### config.mk
export PLATFORM = sky130hd
export DESIGN_NAME = neopixel_frame_sequencer
export DESIGN_NICKNAME = d
export VERILOG_FILES = /design/src/rtl/neopixel_frame_sequencer.sv
export SDC_FILE = /design/constraint.sdc
export NUM_CORES = 1
export LEC_CHECK = 0
export CELL_PAD_IN_SITES_DETAIL_PLACEMENT = 0
export CELL_PAD_IN_SITES_GLOBAL_PLACEMENT = 1
export CORE_MARGIN = 2
export CORE_UTILIZATION = 47
export CTS_CLUSTER_DIAMETER = 80
export DETAILED_ROUTE_END_ITERATION = 12
export PLACE_DENSITY_LB_ADDON = 0.1
export SYNTH_ARGS = -nofsm -noshare
export SYNTH_HDL_FRONTEND = slang
export SYNTH_SLANG_ARGS = --single-unit
### constraint.sdc
create_clock -name CLK -period 3.3 [get_ports CLK]
set_input_delay 0.66 -clock CLK [delete_from_list [all_inputs] [get_ports CLK]]
set_output_delay 0.66 -clock CLK [all_outputs]
set_load 0.01 [all_outputs]
### src/rtl/neopixel_frame_sequencer.sv
// Frame buffer and sequencer that feeds a WS2812 serialiser over a valid/busy
// handshake, then holds the line idle for the latch gap before signalling done.
module neopixel_frame_sequencer #(
  parameter int NUM_PIXELS = 10,
  parameter int CLK_HZ     = 12_000_000,
  parameter int LATCH_US   = 80,
  parameter int AW         = (NUM_PIXELS > 1) ? $clog2(NUM_PIXELS) : 1
) (
  input  logic          CLK,
  input  logic          RST_N,
  input  logic          i_wr_en,
  input  logic [AW-1:0] i_wr_addr,
  input  logic [23:0]   i_wr_data,
  input  logic          i_start,
  output logic [7:0]    o_red,
  output logic [7:0]    o_green,
  output logic [7:0]    o_blue,
  output logic          o_valid,
  input  logic          i_busy,
  output logic          o_frame_busy,
  output logic          o_frame_done
);

  localparam int LATCH_CYCLES = CLK_HZ / 1_000_000 * LATCH_US;
  localparam int LW = (LATCH_CYCLES > 1) ? $clog2(LATCH_CYCLES) : 1;
  localparam logic [AW-1:0] LAST_IDX   = AW'(NUM_PIXELS - 1);
  localparam logic [LW-1:0] LATCH_LAST = LW'(LATCH_CYCLES - 1);

  typedef enum logic [2:0] {IDLE, LOAD, SEND, WAIT, LATCH} state_t;

  state_t        state;
  state_t        state_next;
  logic [23:0]   mem [NUM_PIXELS];
  logic [AW-1:0] index;
  logic [LW-1:0] latch_cnt;
  logic          pending;
  logic          accept;

  // Frame buffer write port has no reset so the colour data survives a reset.
  always_ff @(posedge CLK) begin
    if (i_wr_en && (int'(i_wr_addr) < NUM_PIXELS)) begin
      mem[i_wr_addr] <= i_wr_data;
    end
  end

  always_ff @(posedge CLK) begin
    if (!RST_N) begin
      state        <= IDLE;
      index        <= '0;
      latch_cnt    <= '0;
      pending      <= 1'b0;
      o_red        <= 8'h00;
      o_green      <= 8'h00;
      o_blue       <= 8'h00;
      o_frame_done <= 1'b0;
    end else begin
      state        <= state_next;
      o_frame_done <= (state == LATCH) && (latch_cnt == LATCH_LAST);

      // A new request wins over the clear so a start is never lost.
      if (i_start) begin
        pending <= 1'b1;
      end else if (accept) begin
        pending <= 1'b0;
      end

      if (state == IDLE) begin
        index <= '0;
      end else if ((state == WAIT) && !i_busy && (index != LAST_IDX)) begin
        index <= index + 1'b1;
      end

      if (state == LOAD) begin
        {o_red, o_green, o_blue} <= mem[index];
      end

      if (state == LATCH) begin
        latch_cnt <= latch_cnt + 1'b1;
      end else begin
        latch_cnt <= '0;
      end
    end
  end

  always_comb begin
    state_next = state;
    accept     = 1'b0;
    case (state)
      IDLE: begin
        if (pending && !i_busy) begin
          accept     = 1'b1;
          state_next = LOAD;
        end
      end
      LOAD: state_next = SEND;
      SEND: begin
        if (i_busy) state_next = WAIT;
      end
      WAIT: begin
        if (!i_busy) state_next = (index == LAST_IDX) ? LATCH : LOAD;
      end
      LATCH: begin
        if (latch_cnt == LATCH_LAST) state_next = IDLE;
      end
      default: state_next = IDLE;
    endcase
  end

  assign o_valid      = (state == SEND);
  assign o_frame_busy = (state != IDLE);

endmodule

==> results of run 1 <==
per-layer routing:
metal / routed length [um] / part of all wire [%]
met3: 1010 / 4.9
met4: 381 / 1.8
met5: 0 / 0
met2: 9950 / 48
met1: 9300 / 45
path summary, 6_finish.rpt:
| path | from | endpoint | slack [ns] | cells after the start |
|---|---|---|---|---|
| max | state[0] | o_frame_busy | 0.72 | 3 |
| min | latch_cnt[0] | latch_cnt[0] | 0.45 | 1 |
| max reg2reg | index[0] | o_green[2] | 1.33 | 4 |
| min reg2reg | latch_cnt[0] | latch_cnt[0] | 0.45 | 1 |
area by class of cell:
type	count	area (um^2)
inverter	5	18.8
fill	1688	9700
timing repair buffer	83	796
multi-input combinational	237	2460
sequential	283	8070
clock inverter	6	61.3
clock buffer	50	967
tap	285	357
Yosys cell counts (all sizes together) (2+ instances only):
cell type,instances
edfxtp,240
mux2i,48
mux4,48
dfxtp,43
nand2,32
o221ai,24
nor2,22
buf,19
nor3,9
clkbuf,8
xnor2,7
a21oi,5
inv,5
o21ai,5
nand3,4
nor4,4
ha,3
nand2b,3
nand3b,3
and3b,2
nand4,2
nand4b,2
o21a,2
or3,2
xor2,2
power groups by stage:
| stage | logic, mW | registers, mW | clock network (mW) |
|---|---|---|---|
| 2_1_floorplan | 0.266 | 4.16 | 0 |
| 3_3_place_gp | 0.564 | 4.16 | 0 |
| 3_5_place_dp | 0.583 | 4.17 | 0 |
| 4_1_cts | 0.586 | 4.09 | 3.44 |
| 5_1_grt | 0.628 | 4.11 | 3.59 |
| 6_report | 0.579 | 4.09 | 3.36 |
kinds of logic after synthesis:
group                    after synthesis  share of synthesized area, %
buffers and inverters                 32                          1.71
AND/OR/NAND/NOR                       87                          3.93
AO/OA/AOI/OAI                         42                          3.05
adder cells (fa/ha/maj)                3                         0.352
XOR/XNOR                               9                         0.739
multiplexers                          96                          14.6
flip-flops                           283                          75.6
registers in the layout (all words and copies together), names as in the netlist:
signal and cells:
state 3, o_red 8, index 4, o_frame_done 1
pending 1, mem 240, o_green 8, o_blue 8
latch_cnt 10
critical path: stages (launching register included):
cell	delay [ns]
dfxtp_1	0.54
inv_1	0.17
nand2_1	0.13
clkdlybuf4s50_1	0.54
==> results.cfg, run 1 <==
[finish]
final_area_mm2 = 0.0127
final_nets = 676
antennaDiodeCount = 0
layout_commonest_cell = edfxtp_1
fin_util_pct = 56.8
area_growth_pct = 19.3
layout.cells.non_filler = 949
drive_gt1_share_pct = 20.8
final_cell_mix = edfxtp_1, clkdlybuf4s50_1, mux2i_1, mux4_2, dfxtp_1

[timing]
period_share_pct = 78.2
whs_ns = 0.451
hold_viol = 0
setup_tns_ns = 0
period_needed_ns = 2.58
relSlewSlack_pct = 48.2
timing.final.ws_setup_ns = 0.720
worstMarginPinSlew_ns = 0.777
clock_skew_ns = 0.0128
rsz0062_at_grt = no
setup-violations-final = 0
fmax_mhz = 388
slew_viol_final = 0

[global_routing]
grt_pass1_vias = 5709
grt_pass1_wl_mm = 32.3
met2_usage_pct = 28.6
grt_max_degree = 32
busiest_layer = met2
met3_usage_pct = 3.28
grt_antenna_before_repair = 0
grt.overflow.total = 0
grt_util_met1_pct = 24.7
grt_usage_pct = 17.6

[run]
drv_cap = 0

[die]
rows = 55
fp.dieW_um = 155
die_area_mm2 = 0.0239
coreArea_mm2 = 0.0224
die_y_um = 155
ios = 60
start_util_pct = 47.6

[power]
total_power_mw = 8.04
seqPwrFrac_pct = 50.9
p_comb_share_pct = 7.2
p_int_mw = 6.35
irDropWorstVdd_mv = 0.402
leakage_nw = 3.94
power_per_cell_area_mw_per_mm2 = 631
clkPwrFrac_pct = 41.9
sw_frac_of_total_pct = 21.0
switchingPower_mw = 1.69

[place]
place.port_buffers = 59
place_congestion = 0.761
hpwl_mm = 12.2
place_area_mm2 = 0.0117
dp_slack_ns = 0.613
placedCellCount = 893

[synthesis]
syn_nets = 588
yosys.area.top_type = edfxtp_1
synth_flop_cell = edfxtp_1
async_reset_ff_share_pct = 0
netlist_area_mm2 = 0.0107
yosysWarnings = 0
yosysSeqAreaShare_pct = 75.6
ys_seq_elements = 283
synthTopCellsByArea = edfxtp_1, mux4_2, dfxtp_1
synth.distinct_cells = 37
synth.avg_cell_area_um2 = 19.3
synth_edf_count = 240
yosys.area.top_type_share_pct = 67.5
syn_inst = 552

[clock_tree]
cts-hold-fix-buffers = 0
cts.sinks = 283
cts_made_buffers = 30
clockRootBuffer = clkbuf_16
postCtsResizedCells = 0
clk-insertion-delay-late_ns = 0.54
cts_tree = yes
cts_setup_buffers = 0
path_clk_slew_ns = 0.06
htree_levels = 1
clockBufferDepth = 3

[hold_path]
hold_class = reg2reg

[route]
vias_per_cell = 5.67
ant_nets = 0
drc = 0
wl_per_cell_um = 21.8
vias = 5383
drt_first_pass_iters = 4
totalWireLength_mm = 20.6
drtIter0Drc = 418

[setup_path]
end_kind = primary output
critical_path_class = reg2out
cp.required_ns = 2.64
crit_path_max_fanout = 11
start_kind = flop
critPathArrivalTime_ns = 1.92

[outcome]
run_status = finished clean
No activity file was read; power rests on OpenSTA's default activity.
==> run 2: changes to the inputs <==
==> constraint.sdc (replaced) <==
create_clock -name CLK -period 2.07 [get_ports CLK]
set_input_delay 0.414 -clock CLK [delete_from_list [all_inputs] [get_ports CLK]]
set_output_delay 0.414 -clock CLK [all_outputs]
set_load 0.01 [all_outputs]
==> run 2 against run 1 <==
Net effect: critical path depth unchanged; wire length down 4.3%; core utilization up 0.44 points; die area unchanged; final cell count up 0.11%; first-iteration DRC count down 27%; sequential power up 60%; highest routed layer unchanged; flip-flop and latch count unchanged.
==> results.cfg, run 2 (synthesis gave the netlist of run 1 again) <==
[clock_tree]
cts.sinks = 283
htree_levels = 1
path_clk_slew_ns = 0.06
clockRootBuffer = clkbuf_16
clk-insertion-delay-late_ns = 0.53
clockBufferDepth = 3
cts_made_buffers = 29
cts_tree = yes

[setup_path]
end_kind = primary output
crit_path_start = state[2]
slowest_delay_ns = 0.38
critical_path.top_delay_family = flip-flops
r2r-end = index[1]
r2r_slack_ns = 0.26
cp_slowest_cell = dfxtp_4
worstReg2RegStart = index[1]
crit_path_cell_trace = nor2_4 -> nand2_1 -> dlygate4sd2_1
worstSetupPathDepth = 3
timing.critical_path.buf_inv = 1
rr_worst_depth = 6
critical_path_class = reg2out
crit_path_max_fanout = 9
start_kind = flop
critPathArrivalTime_ns = 1.48
cp.required_ns = 1.66

[timing]
period_needed_ns = 1.90
slew_viol_final = 0
clock_skew_ns = 0.0112
period_share_pct = 91.7
hold_viol = 0
setup_tns_ns = 0
setup-violations-final = 0
worstMarginPinSlew_ns = 0.418
relSlewSlack_pct = 72.1
fmax_mhz = 527
rsz0062_at_grt = no

[route]
drt_first_pass_iters = 5
wl_per_cell_um = 20.8
totalWireLength_mm = 19.7
vias_per_cell = 5.58
drtIter0Drc = 304
vias = 5304
drc = 0
ant_nets = 0

[power]
seqPwrFrac_pct = 52.3
irDropWorstVdd_mv = 0.699
clkPwrFrac_pct = 40.0
switchingPower_mw = 2.67
sw_frac_of_total_pct = 21.4
p_int_mw = 9.82
power_per_cell_area_mw_per_mm2 = 974
leakage_nw = 3.95
p_comb_share_pct = 7.6

[die]
die_y_um = 155
start_util_pct = 47.6
die_area_mm2 = 0.0239
coreArea_mm2 = 0.0224
ios = 60
rows = 55
fp.dieW_um = 155

[finish]
final_nets = 679
multi_input_area_mm2 = 0.00248
final_cell_mix = edfxtp_1, clkdlybuf4s50_1, mux2i_1, mux4_2, dfxtp_1
layout_commonest_cell = edfxtp_1
top_register = mem
fin_util_pct = 57.2
regArea_mm2 = 0.00808
antennaDiodeCount = 0
n_fill_cell = 1709
area_growth_pct = 20.2
largest_reg_flops = 240
drive_gt1_share_pct = 20.9
largestRegisters = mem: 240 flops, latch_cnt: 10 flops

[global_routing]
grt_pass1_vias = 5730
grt_pass1_wl_mm = 31.8
grt_max_degree = 41
grt.overflow.total = 0
grt_antenna_before_repair = 0
grt_usage_pct = 17.2

[place]
place_congestion = 0.726
hpwl_mm = 11.9
place.port_buffers = 59

[hold_path]
holdPathEnd = latch_cnt[0]
hold_depth = 1
hold_start = latch_cnt[0]
hold_class = reg2reg

[outcome]
run_status = finished clean

[run]
drv_cap = 0
-- run 2: per-stage QoR --
stage | setup slack [ns] | cell area [um^2] | total power, mW | hold slack [ns] | cells
after floorplan | -0.340 | 10700 | 7.06 | 0.418 | 552
after global placement | -0.0632 | 11900 | 7.58 | 0.429 | 897
after detailed placement | -0.0811 | 11900 | 7.61 | 0.439 | 897
after CTS | 0.147 | 12800 | 12.6 | 0.451 | 950
after global routing | 0.0656 | 12800 | 12.9 | 0.481 | 950
final | 0.172 | 12800 | 12.5 | 0.446 | 950
-- run 2: worst register-to-register path: stages, from the launching register on --
cell	delay [ns]
dfxtp_2	0.50
inv_1	0.15
ha_1	0.19
and3b_2	0.23
nor3_1	0.36
nor2_1	0.08
a211oi_1	0.21
-- run 2: layout make-up --
cell class                      instances  area share, %
Sequential cell                       283           63.0
Timing Repair Buffer                   87           7.49
Clock buffer                           36           5.86
Clock inverter                         17           1.37
Tap cell                              285           2.78
Multi-Input combinational cell        237           19.4
Inverter                                5          0.146
-- run 2: how the worst max path moves through the flow --
stage                         endpoint  slack, ns
after global routing          index[1]       0.07
final                     o_frame_busy       0.17
after CTS                 o_frame_busy       0.15
after floorplan              mem[1][0]      -0.34
after global placement      mem[0][18]      -0.06
after detailed placement    mem[3][18]      -0.08
-- run 2: power groups by stage --
| stage | Combinational, mW | Sequential [mW] | Clock, mW |
|---|---|---|---|
| after floorplan | 0.426 | 6.63 | 0 |
| after global placement | 0.955 | 6.63 | 0 |
| after CTS | 0.968 | 6.53 | 5.13 |
| final | 0.955 | 6.54 | 5.00 |
| after global routing | 1.04 | 6.56 | 5.34 |
| after detailed placement | 0.971 | 6.64 | 0 |
-- run 2: repair_timing --
action                                  4_1_cts  5_1_grt
resized for setup                             9        0
hold buffers                                  0        0
setup buffers                                 0        0
endpoints found under the setup margin        2        0
-- run 2: layer usage --
| layer | share of wire [%] | routed length (um) | global-route usage [%] |
|---|---|---|---|
| met1 | 43 | 8580 | 23.6 |
| met2 | 51 | 10100 | 29.6 |
| met3 | 4.0 | 785 | 2.66 |
| met4 | 1.4 | 276 | 3.70 |
| met5 | 0 | 0 | 0 |
